==> src/rtl/uart_imem_loader.sv <==
// uart_imem_loader: boot loader that takes a framed UART image and writes it into the core's instruction memory.
// Ports: clk/rst (sync, active-high); uart_rx (async serial in, 8N1, idle high);
//        imem_we/imem_addr/imem_wdata (instruction memory write port, word addressed);
//        core_rst (holds core in reset until a verified image is loaded); load_done/load_error (status).
module uart_imem_loader #(
  parameter int CLKS_PER_BIT = 868,
  parameter int ADDR_WIDTH   = 8
)(
  input  logic                  clk,
  input  logic                  rst,
  input  logic                  uart_rx,
  output logic                  imem_we,
  output logic [ADDR_WIDTH-1:0] imem_addr,
  output logic [31:0]           imem_wdata,
  output logic                  core_rst,
  output logic                  load_done,
  output logic                  load_error
);
  typedef enum logic [1:0] {RX_IDLE, RX_START, RX_DATA, RX_STOP} rx_t;
  typedef enum logic [2:0] {IDLE, COUNT, DATA, CHECK, DONE, ERROR} ld_t;
  localparam logic [15:0] HALF = 16'(CLKS_PER_BIT / 2 - 1);
  localparam logic [15:0] FULL = 16'(CLKS_PER_BIT - 1);
  localparam logic [7:0]  HDR  = 8'hA5;
  logic        r_rx_meta, r_rx_sync, r_rx_prev;
  rx_t         r_rx_state;
  logic [15:0] r_clk_cnt;
  logic [2:0]  r_bit_idx;
  logic [7:0]  r_rx_shift;
  ld_t         r_state;
  logic [7:0]  r_count, r_words, r_xor;
  logic [1:0]  r_byte_idx;
  logic [31:0] r_word;
  logic        w_stop_tick, w_byte_valid, w_frame_err, w_cks_ok;
  logic [31:0] w_word_next;
  assign w_stop_tick  = r_rx_state == RX_STOP && r_clk_cnt == FULL;
  assign w_byte_valid = w_stop_tick && r_rx_sync;
  assign w_frame_err  = w_stop_tick && !r_rx_sync;
  // little-endian assembly: the first byte of a word ends up in bits [7:0]
  assign w_word_next  = {r_rx_shift, r_word[31:8]};
  assign w_cks_ok     = r_rx_shift == r_xor;
  always_ff @(posedge clk) begin
    if (rst) begin
      r_rx_meta  <= 1'b1;
      r_rx_sync  <= 1'b1;
      r_rx_prev  <= 1'b1;
      r_rx_state <= RX_IDLE;
      r_clk_cnt  <= '0;
      r_bit_idx  <= '0;
      r_rx_shift <= '0;
    end else begin
      r_rx_meta <= uart_rx;
      r_rx_sync <= r_rx_meta;
      r_rx_prev <= r_rx_sync;
      case (r_rx_state)
        RX_IDLE: if (r_rx_prev && !r_rx_sync) begin
          r_rx_state <= RX_START;
          r_clk_cnt  <= '0;
        end
        // a start bit that is high again at mid-bit was a glitch
        RX_START: if (r_clk_cnt == HALF) begin
          r_clk_cnt  <= '0;
          r_bit_idx  <= '0;
          r_rx_state <= r_rx_sync ? RX_IDLE : RX_DATA;
        end else r_clk_cnt <= r_clk_cnt + 16'd1;
        RX_DATA: if (r_clk_cnt == FULL) begin
          r_clk_cnt  <= '0;
          r_rx_shift <= {r_rx_sync, r_rx_shift[7:1]};
          r_bit_idx  <= r_bit_idx + 3'd1;
          if (r_bit_idx == 3'd7) r_rx_state <= RX_STOP;
        end else r_clk_cnt <= r_clk_cnt + 16'd1;
        RX_STOP: if (r_clk_cnt == FULL) r_rx_state <= RX_IDLE;
          else r_clk_cnt <= r_clk_cnt + 16'd1;
        default: r_rx_state <= RX_IDLE;
      endcase
    end
  end
  always_ff @(posedge clk) begin
    if (rst) begin
      r_state    <= IDLE;
      r_count    <= '0;
      r_words    <= '0;
      r_xor      <= '0;
      r_byte_idx <= '0;
      r_word     <= '0;
      imem_we    <= 1'b0;
      imem_addr  <= '0;
      imem_wdata <= '0;
      core_rst   <= 1'b1;
      load_done  <= 1'b0;
      load_error <= 1'b0;
    end else begin
      imem_we <= 1'b0;
      // address advances right after each strobe so it always points at the next slot
      if (imem_we) imem_addr <= imem_addr + ADDR_WIDTH'(1);
      if (w_frame_err && (r_state == COUNT || r_state == DATA || r_state == CHECK)) begin
        r_state    <= ERROR;
        load_error <= 1'b1;
        core_rst   <= 1'b1;
      end else if (w_byte_valid) begin
        case (r_state)
          IDLE: if (r_rx_shift == HDR) r_state <= COUNT;
          COUNT: begin
            r_count    <= r_rx_shift;
            r_words    <= '0;
            r_byte_idx <= '0;
            r_xor      <= '0;
            imem_addr  <= '0;
            r_state    <= DATA;
          end
          DATA: begin
            r_word     <= w_word_next;
            r_xor      <= r_xor ^ r_rx_shift;
            r_byte_idx <= r_byte_idx + 2'd1;
            if (r_byte_idx == 2'd3) begin
              imem_we    <= 1'b1;
              imem_wdata <= w_word_next;
              r_words    <= r_words + 8'd1;
              // a count of 0 means 256 words: 0 - 1 wraps to 255
              if (r_words == r_count - 8'd1) r_state <= CHECK;
            end
          end
          CHECK: begin
            r_state    <= w_cks_ok ? DONE : ERROR;
            load_done  <= w_cks_ok;
            load_error <= !w_cks_ok;
            core_rst   <= !w_cks_ok;
          end
          DONE, ERROR: if (r_rx_shift == HDR) begin
            r_state    <= COUNT;
            core_rst   <= 1'b1;
            load_done  <= 1'b0;
            load_error <= 1'b0;
          end
          default: r_state <= IDLE;
        endcase
      end
    end
  end
endmodule

==> config.mk <==
export PLATFORM = sky130hd
export DESIGN_NAME = uart_imem_loader
export DESIGN_NICKNAME = d
export VERILOG_FILES = /design/src/rtl/uart_imem_loader.sv
export SDC_FILE = /design/constraint.sdc
export NUM_CORES = 1
export LEC_CHECK = 0
export ABC_AREA = 1
export ABC_CLOCK_PERIOD_IN_PS = 2100
export BUFFER_PORTS_ARGS = -buffer_cell sky130_fd_sc_hd__buf_4
export CAP_MARGIN = 10
export CORE_UTILIZATION = 60
export CTS_CLUSTER_DIAMETER = 60
export CTS_CLUSTER_SIZE = 12
export DETAILED_ROUTE_END_ITERATION = 12
export PLACE_DENSITY_LB_ADDON = 0.3
export SYNTH_ARGS = -nofsm -noshare
export SYNTH_HDL_FRONTEND = slang
export SYNTH_SLANG_ARGS = --single-unit
==> constraint.sdc <==
create_clock -name clk -period 2.1 [get_ports clk]
set_input_delay 0.21 -clock clk [delete_from_list [all_inputs] [get_ports clk]]
set_output_delay 0.21 -clock clk [all_outputs]
set_load 0.01 [all_outputs]
==> key figures, run 1 <==
Status
  – Status: finished, violations left
  – Failing checks: negative setup slack

Logic synthesis
  – Seq/Total Area, Yosys: 43.8%
  – Compound-cell area share of the yosys netlist: roughly 17%
  – Commonest cells post-synth: dfxtp_1, nand2_1, nor2_1, inv_1, a21oi_1
  – Multiplexer area fraction after synthesis: 0%
  – Number of flops mapped to enable cells by yosys: 0
  – Synthesized cell area: 5890 sq um
  – Largest family of logic cells by synthesized area: simple AND/OR/NAND/NOR gates
  – Mean Syn Cell Area: between 7 and 8 sq um
  – Count leader, synth: dfxtp_1
  – Post-Synth Adder-Cell Area: around 1.7%
  – Ys Warns: 0
  – Top cells by area, synth: dfxtp_1, nand2_1, a21oi_1, o21ai_0, nor2_1
  – Ys flop type: dfxtp_1
  – Post-synth net total: between 800 and 900
  – Cell variety after synth: 42
  – Area leader, netlist: dfxtp_1
  – Async set-reset flop share out of synthesis: 0%
  – Synth Area in Simple Gates: ~24%
  – Post-Synthesis Cells: 802
  – Synthesis-stage register bit count: 129
  – XOR/XNOR share of the synthesized area: under 10%
  – Synth top area share: around 44%

Power
  – Worst vdd ir: between 500 and 600 uV
  – Power after layout: 0.00556 W
  – Lkg Pwr: roughly 2.9 nW
  – PwrDens: just under 800 nW/um^2

STA
  – Pins over their slew limit: 0
  – Post-layout minimum cycle time: 2.12 ns
  – Worst slew pin tran: approximately 0.48 ns
  – Final setup vio count: 1
  – Clock skew: 0.00960 ns
  – Final hold vios: 0
  – Final WS setup: -0.0152 ns
  – Achievable frequency: 0.473 GHz
  – Hold WS: around 0.054 ns
  – Tcrit/Tclk final: 101%
  – Max-slew headroom: between 60% and 70%

Route
  – Post-route DRC: 0
  – Initial drt markers: ~320
  – WL final: 14300 um
  – DRT antenna net count: 0
  – Routed WL per cell: 14.4 um
  – DR vias: about 5500
  – Post-DR vias/cell: approximately 5.6
  – Number of iterations in the first detailed-routing pass: 6

Floorplanning
  – Chip Height: 101 um
  – Core ar.: about 9400 sq um
  – Die area: roughly 10000 sq um
  – Initial Utilization: 62.9%
  – I/O pin cnt: between 40 and 50
  – Row count: 35
  – Die Wd: around 100 um

Worst setup path
  – Slowest CP cell: dfxtp_2
  – CP top delay family: simple AND/OR/NAND/NOR gates
  – Critical path class: reg2reg
  – CP required: roughly 2.5 ns
  – Cell breakdown of the critical path: ha_2, nand3_2, nor3_4, nand4_4, nor2_4, nand2_1, o21ai_0, a21oi_1
  – Critical path peak fanout: 9
  – Max stage delay on crit path: 0.36 ns
  – Reg2reg start: r_clk_cnt[0]$_SDFFE_PP0P_
  – Worst Setup Start Kind: register
  – Critical path buffer and inverter count: 0
  – CP Launch Point: r_clk_cnt[0]$_SDFFE_PP0P_
  – Crit. End Element: register
  – CP Data Arrival Time: approximately 2.5 ns

Place
  – Pre-CTS setup slack: 0.120 ns
  – Final HPWL DP: approximately 9500 um
  – RD Place Congestion: 0.963
  – DP Area: ~6300 sq um
  – # port buffers: 46
  – Dpl cells: ~960

Clock tree
  – CTS tree: built
  – Root Buffer: clkbuf_8
  – Clock Latency Late Sink: between 0.5 and 0.6 ns
  – Worst-path clk slew: approximately 0.06 ns
  – CTS HTree Levels: 4
  – Clock buffer count from CTS: 17
  – CTS sink count: between 100 and 150
  – Clock Path Buffers: 2

Cells and area
  – Post-route insts no fill: 992
  – Final-stage net count: roughly 860
  – Synth-to-Final Area Change: 19.1%
  – # diodes: 0
  – Design area: around 7000 sq um
  – Fillers: just over 700
  – Share of layout cells above drive strength 1: about 16%

Global route
  – Global Route Usage Sum: 29.0%
  – Pin count of the biggest net entering global routing: 55
  – First-pass GRT wire length: ~23000 um
  – GRT Residual Overflow: 0
  – Initial antenna violation count: 0
  – Vias in the first global route: slightly above 5000

Flow run
  – Max cap viols: 0

Hold path
  – Hold_sp: rst
  – Hold Path Class: in2reg
## worst reg2reg max path, delay by kind of cell, from the launching register on
| kind | cells | cell delay [ns] |
|---|---|---|
| and+or+nand+nor | 5 | 1.05 |
| DFF | 1 | 0.36 |
| adders and majority gates | 1 | 0.21 |
| AOI/OAI and AO/OA | 2 | 0.37 |
## cells by family (layout without fill, tap and decap cells)
kind of cell | Yosys count | after routing
flip-flops | 129 | 129
AO/OA/AOI/OAI | 194 | 194
adder cells (fa/ha/maj) | 8 | 8
buffers and inverters | 133 | 194
XOR/XNOR | 25 | 25
AND/OR/NAND/NOR | 313 | 313
## per-layer routing
metal	vias up	track usage, %	share of wire, %
li1	2714	-	-
met1	2535	34.6	42
met2	239	50.9	50
met3	29	5.13	6.1
met4	0	13.3	2.2
met5	-	0	0
## placed cells by master, fill, tap and decap left out, types with 3 or more instances in the layout
| cell type | count |
|---|---|
| or2_2 | 4 |
| nand3_2 | 7 |
| clkinv_4 | 6 |
| inv_6 | 3 |
| bufinv_16 | 3 |
| inv_1 | 92 |
| nor2_4 | 4 |
| buf_4 | 55 |
| buf_12 | 3 |
| a21oi_1 | 89 |
| ha_1 | 7 |
| nand2_2 | 3 |
| nor3_1 | 11 |
| nor2_1 | 101 |
| nand4_1 | 16 |
| xnor2_1 | 10 |
| xor2_1 | 15 |
| nand2_1 | 125 |
| o21ai_1 | 18 |
| dfxtp_1 | 127 |
| o21ai_0 | 79 |
| clkbuf_16 | 16 |
| nor3b_1 | 3 |
| nand3_1 | 25 |
| inv_2 | 9 |
## report_power, final
part	leakage [nW]	internal (W)	switching (W)	total [W]
Sequential	1.04	0.00245	0.00000529	0.00246
Combinational	1.56	0.0000422	0.0000940	0.000136
Clock	0.289	0.00182	0.00115	0.00297
Total	2.89	0.00432	0.00125	0.00556
## final cells by class
cell class	count	area, sq um	share of cell area, %
well taps	129	161	2.30
repair buffers	60	494	7.04
flip-flops and latches	129	2580	36.8
clock buffers	17	414	5.90
multi-input cells	540	2790	39.8
inverters	103	392	5.58
clock inverters	14	181	2.58
## path summary, 6_finish.rpt
check | cells past startpoint | end | slack, ns
worst max register to register | 8 | imem_wdata[28]$_SDFFE_PP0P_ | -0.02
worst max-delay path | 8 | imem_wdata[28]$_SDFFE_PP0P_ | -0.02
worst min-delay path | 2 | r_clk_cnt[1]$_SDFFE_PP0P_ | 0.05
worst min register to register | 1 | r_rx_sync$_SDFF_PP1_ | 0.41
## registers in the layout, indices dropped and copies added, names as in the netlist, named ones only
signal      flops
r_byte_idx      2
imem_wdata     32
load_error      1
r_rx_prev       1
r_rx_state      1
r_rx_sync       1
r_state         3
imem_we         1
load_done       1
r_rx_meta       1
r_xor           8
r_clk_cnt      16
r_bit_idx       3
imem_addr       8
r_word         24
r_rx_shift      8
core_rst        1
r_words         8
r_count         8
## metrics by stage
step                setup TNS [ns]  utilization [%]
floorplan                        0                -
global placement                 0             67.7
detailed placement               0             67.7
CTS                              0             74.1
global route                 -1.27             74.9
finish                     -0.0152             74.9
## timing repair
item	CTS	global route
gates resized for setup	0	18
endpoints found under the hold margin	1	0
buffers inserted	0	4
hold buffers	1	0
endpoints found under the setup margin	0	46
Power figures use the tool's default switching activity.
==> run 2: changes to the inputs <==
--- a/config.mk
+++ b/config.mk
@@ -10,6 +10,7 @@
 export BUFFER_PORTS_ARGS = -buffer_cell sky130_fd_sc_hd__buf_4
 export CAP_MARGIN = 10
 export CORE_UTILIZATION = 60
+export CTS_BUF_LIST = sky130_fd_sc_hd__clkbuf_2 sky130_fd_sc_hd__clkbuf_4 sky130_fd_sc_hd__clkbuf_8
 export CTS_CLUSTER_DIAMETER = 60
 export CTS_CLUSTER_SIZE = 12
 export DETAILED_ROUTE_END_ITERATION = 12
==> key figures, run 2 (synthesis results as in run 1) <==
Floorplanning
  – Core ar.: 9370 sq um (unchanged)
  – Row count: 35 (unchanged)
  – Chip Height: 101 um (unchanged)
  – Die area: 10200 sq um (unchanged)
  – I/O pin cnt: 47 (unchanged)
  – Initial Utilization: 62.9% (unchanged)
  – Die Wd: 101 um (unchanged)

Place
  – Final HPWL DP: 9470 um (unchanged)
  – # port buffers: 46 (unchanged)
  – RD Place Congestion: 0.963 (unchanged)

Cells and area
  – Share of layout cells above drive strength 1: 14.9% (was 15.5%)
  – # diodes: 0 (unchanged)
  – Final-stage net count: 859 (was 862)
  – Max reg flops: 32 (unchanged)
  – Synth-to-Final Area Change: 15.3% (was 19.1%)
  – Commonest non-fill, non-tap cell in the layout: dfxtp_1 (unchanged)
  – Largest regs: imem_wdata (32), r_word (24), r_clk_cnt (16) (unchanged)
  – Commonest cells after routing, fill and taps aside: dfxtp_1, nand2_1, nor2_1, inv_1, a21oi_1 (unchanged)
  – Biggest register: imem_wdata (unchanged)

Route
  – DR vias: 5369 (was 5517)
  – Initial drt markers: 279 (was 315)
  – Routed WL per cell: 13.7 um (was 14.4 um)
  – Post-DR vias/cell: 5.43 (was 5.56)
  – DRT antenna net count: 0 (unchanged)
  – Post-route DRC: 0 (unchanged)
  – WL final: 13600 um (was 14300 um)
  – Number of iterations in the first detailed-routing pass: 7 (was 6)

Global route
  – Initial antenna violation count: 0 (unchanged)
  – Pin count of the biggest net entering global routing: 55 (unchanged)
  – Vias in the first global route: 4953 (was 5110)
  – First-pass GRT wire length: 22200 um (was 23100 um)
  – Global Route Usage Sum: 27.8% (was 29.0%)
  – GRT Residual Overflow: 0 (unchanged)

STA
  – Worst slew pin tran: 0.497 ns (was 0.480 ns)
  – Max-slew headroom: 66.8% (was 68.0%)
  – Final hold vios: 0 (unchanged)
  – Hold WS: 0.149 ns (was 0.0536 ns)
  – Clock skew: 0.0124 ns (was 0.00960 ns)
  – Achievable frequency: 0.511 GHz (was 0.473 GHz)
  – Final setup vio count: 0 (was 1)
  – Tcrit/Tclk final: 93.2% (was 101%)
  – RSZ-0062 raised after global routing: false
  – Setup_tns: 0 ns (was -0.0152 ns)
  – Pins over their slew limit: 0 (unchanged)
  – Post-layout minimum cycle time: 1.96 ns (was 2.12 ns)

Worst setup path
  – CP Data Arrival Time: 2.27 ns (was 2.52 ns)
  – Cell mode on critical path: nand2_1
  – Slowest CP cell: dfxtp_2 (unchanged)
  – Critical path class: reg2reg (unchanged)
  – Crit. End Element: register (unchanged)
  – CP Launch Point: r_clk_cnt[0]$_SDFFE_PP0P_ (unchanged)
  – Worst Setup Start Kind: register (unchanged)
  – Cell breakdown of the critical path: ha_1, nand3_1, nor3_4, nand4_4, inv_2, nand2_1, inv_1, nand4_1, o21ai_0, nand2_1 (was ha_2, nand3_2, nor3_4, nand4_4, nor2_4, nand2_1, o21ai_0, a21oi_1)
  – Critical path peak fanout: 5 (was 9)
  – Max stage delay on crit path: 0.37 ns (was 0.36 ns)
  – Reg2reg start: r_clk_cnt[0]$_SDFFE_PP0P_ (unchanged)
  – CP required: 2.41 ns (was 2.50 ns)

Clock tree
  – Clock Path Buffers: 2 (unchanged)
  – Root Buffer: clkbuf_8 (unchanged)
  – Clock buffer count from CTS: 17 (unchanged)
  – Clock Latency Late Sink: 0.43 ns (was 0.53 ns)
  – CTS HTree Levels: 4 (unchanged)
  – CTS tree: built (unchanged)
  – Worst-path clk slew: 0.07 ns (was 0.06 ns)
  – CTS sink count: 129 (unchanged)

Power
  – Lkg Pwr: 2.79 nW (was 2.89 nW)
  – Worst vdd ir: 434 uV (was 503 uV)
  – PwrDens: 706 nW/um^2 (was 793 nW/um^2)

Hold path
  – Hold Path Class: in2reg (unchanged)
  – Hold_sp: rst (unchanged)

Status
  – Status: finished, final reports clean (was finished, violations left)

Flow run
  – Max cap viols: 0 (unchanged)
[run 2: critical path: cells and delay by family (launching register included)]
kind / cells / cell delay (ns)
AND/OR/NAND/NOR: 6 / 0.90
flip-flops: 1 / 0.37
buffers and inverters: 2 / 0.27
adder cells (fa/ha/maj): 1 / 0.19
AO/OA/AOI/OAI: 1 / 0.11
[run 2: cell type report]
type	count	area, sq um
clock buffers	17	234
clock inverters	14	181
fillers	764	2580
inverters	103	389
multi-input cells	540	2780
flip-flops and latches	129	2580
well taps	129	161
repair buffers	57	468
[run 2: path summary, 6_finish.rpt]
path / endpoint / slack (ns) / cells past startpoint
max: core_rst$_SDFFE_PP1P_ / 0.14 / 10
max reg2reg: core_rst$_SDFFE_PP1P_ / 0.14 / 10
min: r_xor[2]$_SDFFE_PP0P_ / 0.15 / 2
min reg2reg: r_rx_sync$_SDFF_PP1_ / 0.42 / 1
[run 2: metrics by stage]
step	cells	power (W)	cell area [sq um]	utilization, %	setup WS (ns)
2_1_floorplan	802	0.00261	5890	-	0.343
3_3_place_gp	956	0.00264	6340	67.7	0.234
3_5_place_dp	956	0.00264	6340	67.7	0.120
4_1_cts	988	0.00480	6770	72.2	0.0986
5_1_grt	989	0.00495	6800	72.5	0.0161
6_report	989	0.00479	6800	72.5	0.143
[run 2: timing repair]
action / CTS / global route
resized for setup: 0 / 8
endpoints found under the setup margin: 0 / 27
hold endpoints to repair: 1 / 0
hold buffers: 1 / 0
buffers inserted: 0 / 1
[run 2: metal layers]
metal / vias up / global-route usage [%] / part of all wire [%]
li1: 2691 / - / -
met1: 2459 / 33.4 / 43
met2: 189 / 47.9 / 49
met3: 30 / 6.31 / 5.9
met4: 0 / 11.1 / 2.2
met5: - / 0 / 0
[run 2: where the power goes]
group / internal [W] / leakage (nW) / switching [W]
logic: 0.0000419 / 1.54 / 0.0000924
registers: 0.00245 / 1.04 / 0.00000527
clock network: 0.00119 / 0.207 / 0.00102
total: 0.00368 / 2.79 / 0.00112
==> run 3: changes to the inputs <==
--- a/config.mk
+++ b/config.mk
@@ -5,7 +5,6 @@
 export SDC_FILE = /design/constraint.sdc
 export NUM_CORES = 1
 export LEC_CHECK = 0
-export ABC_AREA = 1
 export ABC_CLOCK_PERIOD_IN_PS = 2100
 export BUFFER_PORTS_ARGS = -buffer_cell sky130_fd_sc_hd__buf_4
 export CAP_MARGIN = 10
==> constraint.sdc (replaced) <==
create_clock -name clk -period 2.1 [get_ports clk]
set_input_delay 0.105 -clock clk [delete_from_list [all_inputs] [get_ports clk]]
set_output_delay 0.105 -clock clk [all_outputs]
set_load 0.01 [all_outputs]
==> key figures, run 3 <==
Status
  – Status: finished, violations left (was finished, final reports clean)
  – Failing checks: negative setup slack

Route
  – Number of iterations in the first detailed-routing pass: 7 (unchanged)
  – Max layer used: met5 (was met4)
  – Post-route DRC: 0 (unchanged)
  – DRT antenna net count: 0 (unchanged)
  – Initial drt markers: 1221 (was 279)
  – Post-DR vias/cell: 7.02 (was 5.43)
  – WL final: 26100 um (was 13600 um)
  – DR vias: 6741 (was 5369)
  – WL met3: 3790 um (was 800 um)
  – DR WL met2: 11200 um (was 6650 um)
  – Routed WL per cell: 27.2 um (was 13.7 um)
  – Met1 WL: 8250 um (was 5830 um)

STA
  – Pins over their slew limit: 0 (unchanged)
  – Setup_tns: -35.79 ns (was 0 ns)
  – Achievable frequency: 0.353 GHz (was 0.511 GHz)
  – Tcrit/Tclk final: 135% (was 93.2%)
  – Post-layout minimum cycle time: 2.84 ns (was 1.96 ns)
  – Final hold vios: 0 (unchanged)
  – Final WS setup: -0.735 ns (was 0.143 ns)
  – Clock skew: 0.0261 ns (was 0.0124 ns)
  – Worst slew pin tran: 0.974 ns (was 0.497 ns)
  – Final setup vio count: 125 (was 0)
  – Max-slew headroom: 34.5% (was 66.8%)
  – RSZ-0062 raised after global routing: true (was false)

Hold path
  – Hold Path Depth: 2 (unchanged)
  – Hold Path Class: in2reg (unchanged)
  – Hold_sp: rst (unchanged)
  – Min-Delay Endpoint: imem_wdata[2]$_SDFFE_PP0P_ (was r_xor[2]$_SDFFE_PP0P_)

Place
  – Dpl cells: 900 (was 956)
  – RD Place Congestion: 0.871 (was 0.963)
  – # port buffers: 46 (unchanged)
  – Final HPWL DP: 9050 um (was 9470 um)

Flow run
  – Max cap viols: 0 (unchanged)

Worst setup path
  – Critical path class: reg2reg (unchanged)
  – Cell breakdown of the critical path: or4_4, nor4_2, buf_4, and2_4, nand4_1, buf_4, mux2i_1, nor2_1 (was ha_1, nand3_1, nor3_4, nand4_4, inv_2, nand2_1, inv_1, nand4_1, o21ai_0, nand2_1)
  – Worst Reg-to-Reg Cells: 8 (was 10)
  – R2R Setup Slk: -0.74 ns (was 0.14 ns)
  – Crit. End Element: register (unchanged)
  – Max stage delay on crit path: 0.58 ns (was 0.37 ns)
  – CP required: 2.42 ns (was 2.41 ns)
  – Cell mode on critical path: buf_4 (was nand2_1)
  – Critical path peak fanout: 5 (unchanged)
  – Reg2reg end: r_count[6]$_SDFFE_PP0P_ (was core_rst$_SDFFE_PP1P_)
  – Slowest CP cell: or4_4 (was dfxtp_2)
  – CP Data Arrival Time: 3.16 ns (was 2.27 ns)
  – Critical path buffer and inverter count: 2 (unchanged)
  – Worst Setup Start Kind: register (unchanged)
  – Reg2reg start: r_clk_cnt[13]$_SDFFE_PP0P_ (was r_clk_cnt[0]$_SDFFE_PP0P_)
  – CP top delay family: simple AND/OR/NAND/NOR gates (unchanged)

Logic synthesis
  – Synth top area share: 45.0% (was 43.8%)
  – Top cells by area, synth: dfxtp_1, nand2_1, a21oi_1, nor2_1, xnor2_1 (was dfxtp_1, nand2_1, a21oi_1, o21ai_0, nor2_1)
  – Mean Syn Cell Area: 8.04 sq um (was 7.35 sq um)
  – Synthesized cell area: 5730 sq um (was 5890 sq um)
  – Commonest cells post-synth: nand2_1, dfxtp_1, a21oi_1, nor2_1, clkbuf_1 (was dfxtp_1, nand2_1, nor2_1, inv_1, a21oi_1)
  – Seq/Total Area, Yosys: 45.0% (was 43.8%)
  – Synthesis-stage register bit count: 129 (unchanged)
  – Count leader, synth: nand2_1 (was dfxtp_1)
  – Async set-reset flop share out of synthesis: 0% (unchanged)
  – Ys Warns: 0 (unchanged)
  – Cell variety after synth: 56 (was 42)
  – Post-Synthesis Cells: 713 (was 802)
  – Number of flops mapped to enable cells by yosys: 0 (unchanged)
  – Ys flop type: dfxtp_1 (unchanged)
  – Area leader, netlist: dfxtp_1 (unchanged)
  – Post-synth net total: 724 (was 813)

Power
  – Psw: 0.00137 W (was 0.00112 W)
  – Seq pwr share: 47.1% (was 51.2%)
  – Combinational share of power: 3.2% (was 2.8%)
  – Total internal power: 0.00384 W (was 0.00368 W)
  – Worst vdd ir: 472 uV (was 434 uV)
  – Lkg Pwr: 3.24 nW (was 2.79 nW)
  – PwrDens: 633 nW/um^2 (was 706 nW/um^2)
  – Sw Ratio: 26.4% (was 23.3%)
  – Clock power share: 49.7% (was 46.0%)

Cells and area
  – Post-route insts no fill: 960 (was 989)
  – Max reg flops: 32 (unchanged)
  – Final Util: 89.1% (was 72.5%)
  – Largest regs: imem_wdata (32), r_word (24), r_clk_cnt (16) (unchanged)
  – Final-stage net count: 828 (was 859)
  – Commonest non-fill, non-tap cell in the layout: dfxtp_1 (unchanged)
  – Fillers: 373 (was 764)
  – Biggest register: imem_wdata (unchanged)
  – Share of layout cells above drive strength 1: 39.5% (was 14.9%)
  – Synth-to-Final Area Change: 43.7% (was 15.3%)
  – Commonest cells after routing, fill and taps aside: dfxtp_1, buf_4, nand2_1, nor2_1, nand2_4 (was dfxtp_1, nand2_1, nor2_1, inv_1, a21oi_1)

Clock tree
  – Root Buffer: clkbuf_8 (unchanged)
  – Clock buffer count from CTS: 17 (unchanged)
  – Worst-path clk slew: 0.10 ns (was 0.07 ns)
  – CTS HTree Levels: 4 (unchanged)
  – CTS sink count: 129 (unchanged)
  – Clock Latency Late Sink: 0.49 ns (was 0.43 ns)
  – Clock Path Buffers: 2 (unchanged)
  – CTS tree: built (unchanged)

Global route
  – First-pass GRT wire length: 26800 um (was 22200 um)
  – Initial antenna violation count: 3 (was 0)
  – Pin count of the biggest net entering global routing: 62 (was 55)
  – Global Route Usage Sum: 34.3% (was 27.8%)
  – Vias in the first global route: 5558 (was 4953)
  – GRT Residual Overflow: 0 (unchanged)

Floorplanning
  – Row count: 35 (unchanged)
  – Initial Utilization: 62.0% (was 62.9%)
  – Core ar.: 9240 sq um (was 9370 sq um)
  – Die Wd: 99.8 um (was 101 um)
  – Die area: 9950 sq um (was 10200 sq um)
  – I/O pin cnt: 47 (unchanged)
  – Chip Height: 99.8 um (was 101 um)
[run 3: changes by cell type after synthesis, moves of 7 or more]
| cell | previous run | this run |
|---|---|---|
| clkbuf_1 | 17 | 30 |
| inv_2 | 7 | 0 |
| nand3_1 | 27 | 12 |
| nor2_1 | 102 | 76 |
| nand2_1 | 125 | 157 |
| o21ai_0 | 84 | 11 |
| inv_1 | 95 | 12 |
| xnor2_1 | 10 | 28 |
| mux2i_1 | 0 | 14 |
[run 3: cell type report]
type / instances / area (sq um) / area share (%)
diodes: 1 / 2.50 / 0.0304
clock buffers: 17 / 234 / 2.84
clock inverters: 15 / 220 / 2.67
inverters: 12 / 45.0 / 0.547
multi-input cells: 524 / 3690 / 44.8
flip-flops and latches: 129 / 2580 / 31.4
well taps: 129 / 161 / 1.96
repair buffers: 133 / 1300 / 15.8
[run 3: cell families (layout without fill, tap and decap cells)]
| family | count (synthesis) | after routing | share of synthesized area, % |
|---|---|---|---|
| fa+ha+maj | 8 | 8 | 1.75 |
| mux | 14 | 14 | 2.44 |
| other cells | 0 | 1 | 0 |
| compound gates | 134 | 134 | 13.0 |
| xor+xnor | 43 | 43 | 6.57 |
| flops | 129 | 129 | 45.0 |
| simple gates | 324 | 325 | 26.1 |
| buf+inv | 61 | 177 | 5.08 |
[run 3: how the worst max path moves through the flow]
| stage | endpoint | cells after the start | from |
|---|---|---|---|
| floorplan | r_xor[1]$_SDFFE_PP0P_ | 8 | r_clk_cnt[11]$_SDFFE_PP0P_ |
| global placement | r_clk_cnt[11]$_SDFFE_PP0P_ | 8 | r_clk_cnt[2]$_SDFFE_PP0P_ |
| detailed placement | r_clk_cnt[5]$_SDFFE_PP0P_ | 8 | r_clk_cnt[2]$_SDFFE_PP0P_ |
| CTS | r_word[9]$_SDFFE_PP0P_ | 10 | r_clk_cnt[13]$_SDFFE_PP0P_ |
| global route | r_count[6]$_SDFFE_PP0P_ | 8 | r_clk_cnt[13]$_SDFFE_PP0P_ |
| finish | r_count[6]$_SDFFE_PP0P_ | 8 | r_clk_cnt[13]$_SDFFE_PP0P_ |
[run 3: power groups by stage]
| stage | clock network, W | registers [W] | logic, W |
|---|---|---|---|
| 6_report | 0.00259 | 0.00245 | 0.000168 |
| 5_1_grt | 0.00265 | 0.00245 | 0.000173 |
| 3_3_place_gp | 0 | 0.00251 | 0.000118 |
| 3_5_place_dp | 0 | 0.00251 | 0.000121 |
| 2_1_floorplan | 0 | 0.00251 | 0.0000801 |
| 4_1_cts | 0.00243 | 0.00245 | 0.000137 |
[run 3: repair_timing]
item	CTS	global route
resized for setup	57	183
gates cloned	6	8
pin swaps	12	84
endpoints found under the hold margin	1	0
hold buffers	1	0
setup endpoints to repair	125	125
buffers inserted	7	7
[run 3: metal layers]
metal | vias to the layer above | global-route usage, %
met1 | 3074 | 41.0
li1 | 2621 | -
met4 | 4 | 20.4
met3 | 321 | 8.71
met2 | 721 | 55.9
met5 | - | 0
[run 3: per-stage QoR]
step	total power (W)	setup WS (ns)	cell area, sq um	hold WS [ns]
after floorplan	0.00259	-0.0824	5750	0.209
after global placement	0.00263	-0.115	6520	0.291
after detailed placement	0.00263	-0.195	6520	0.295
after CTS	0.00502	-0.159	7370	0.161
after global routing	0.00528	-0.675	8240	0.190
final	0.00521	-0.735	8240	0.170
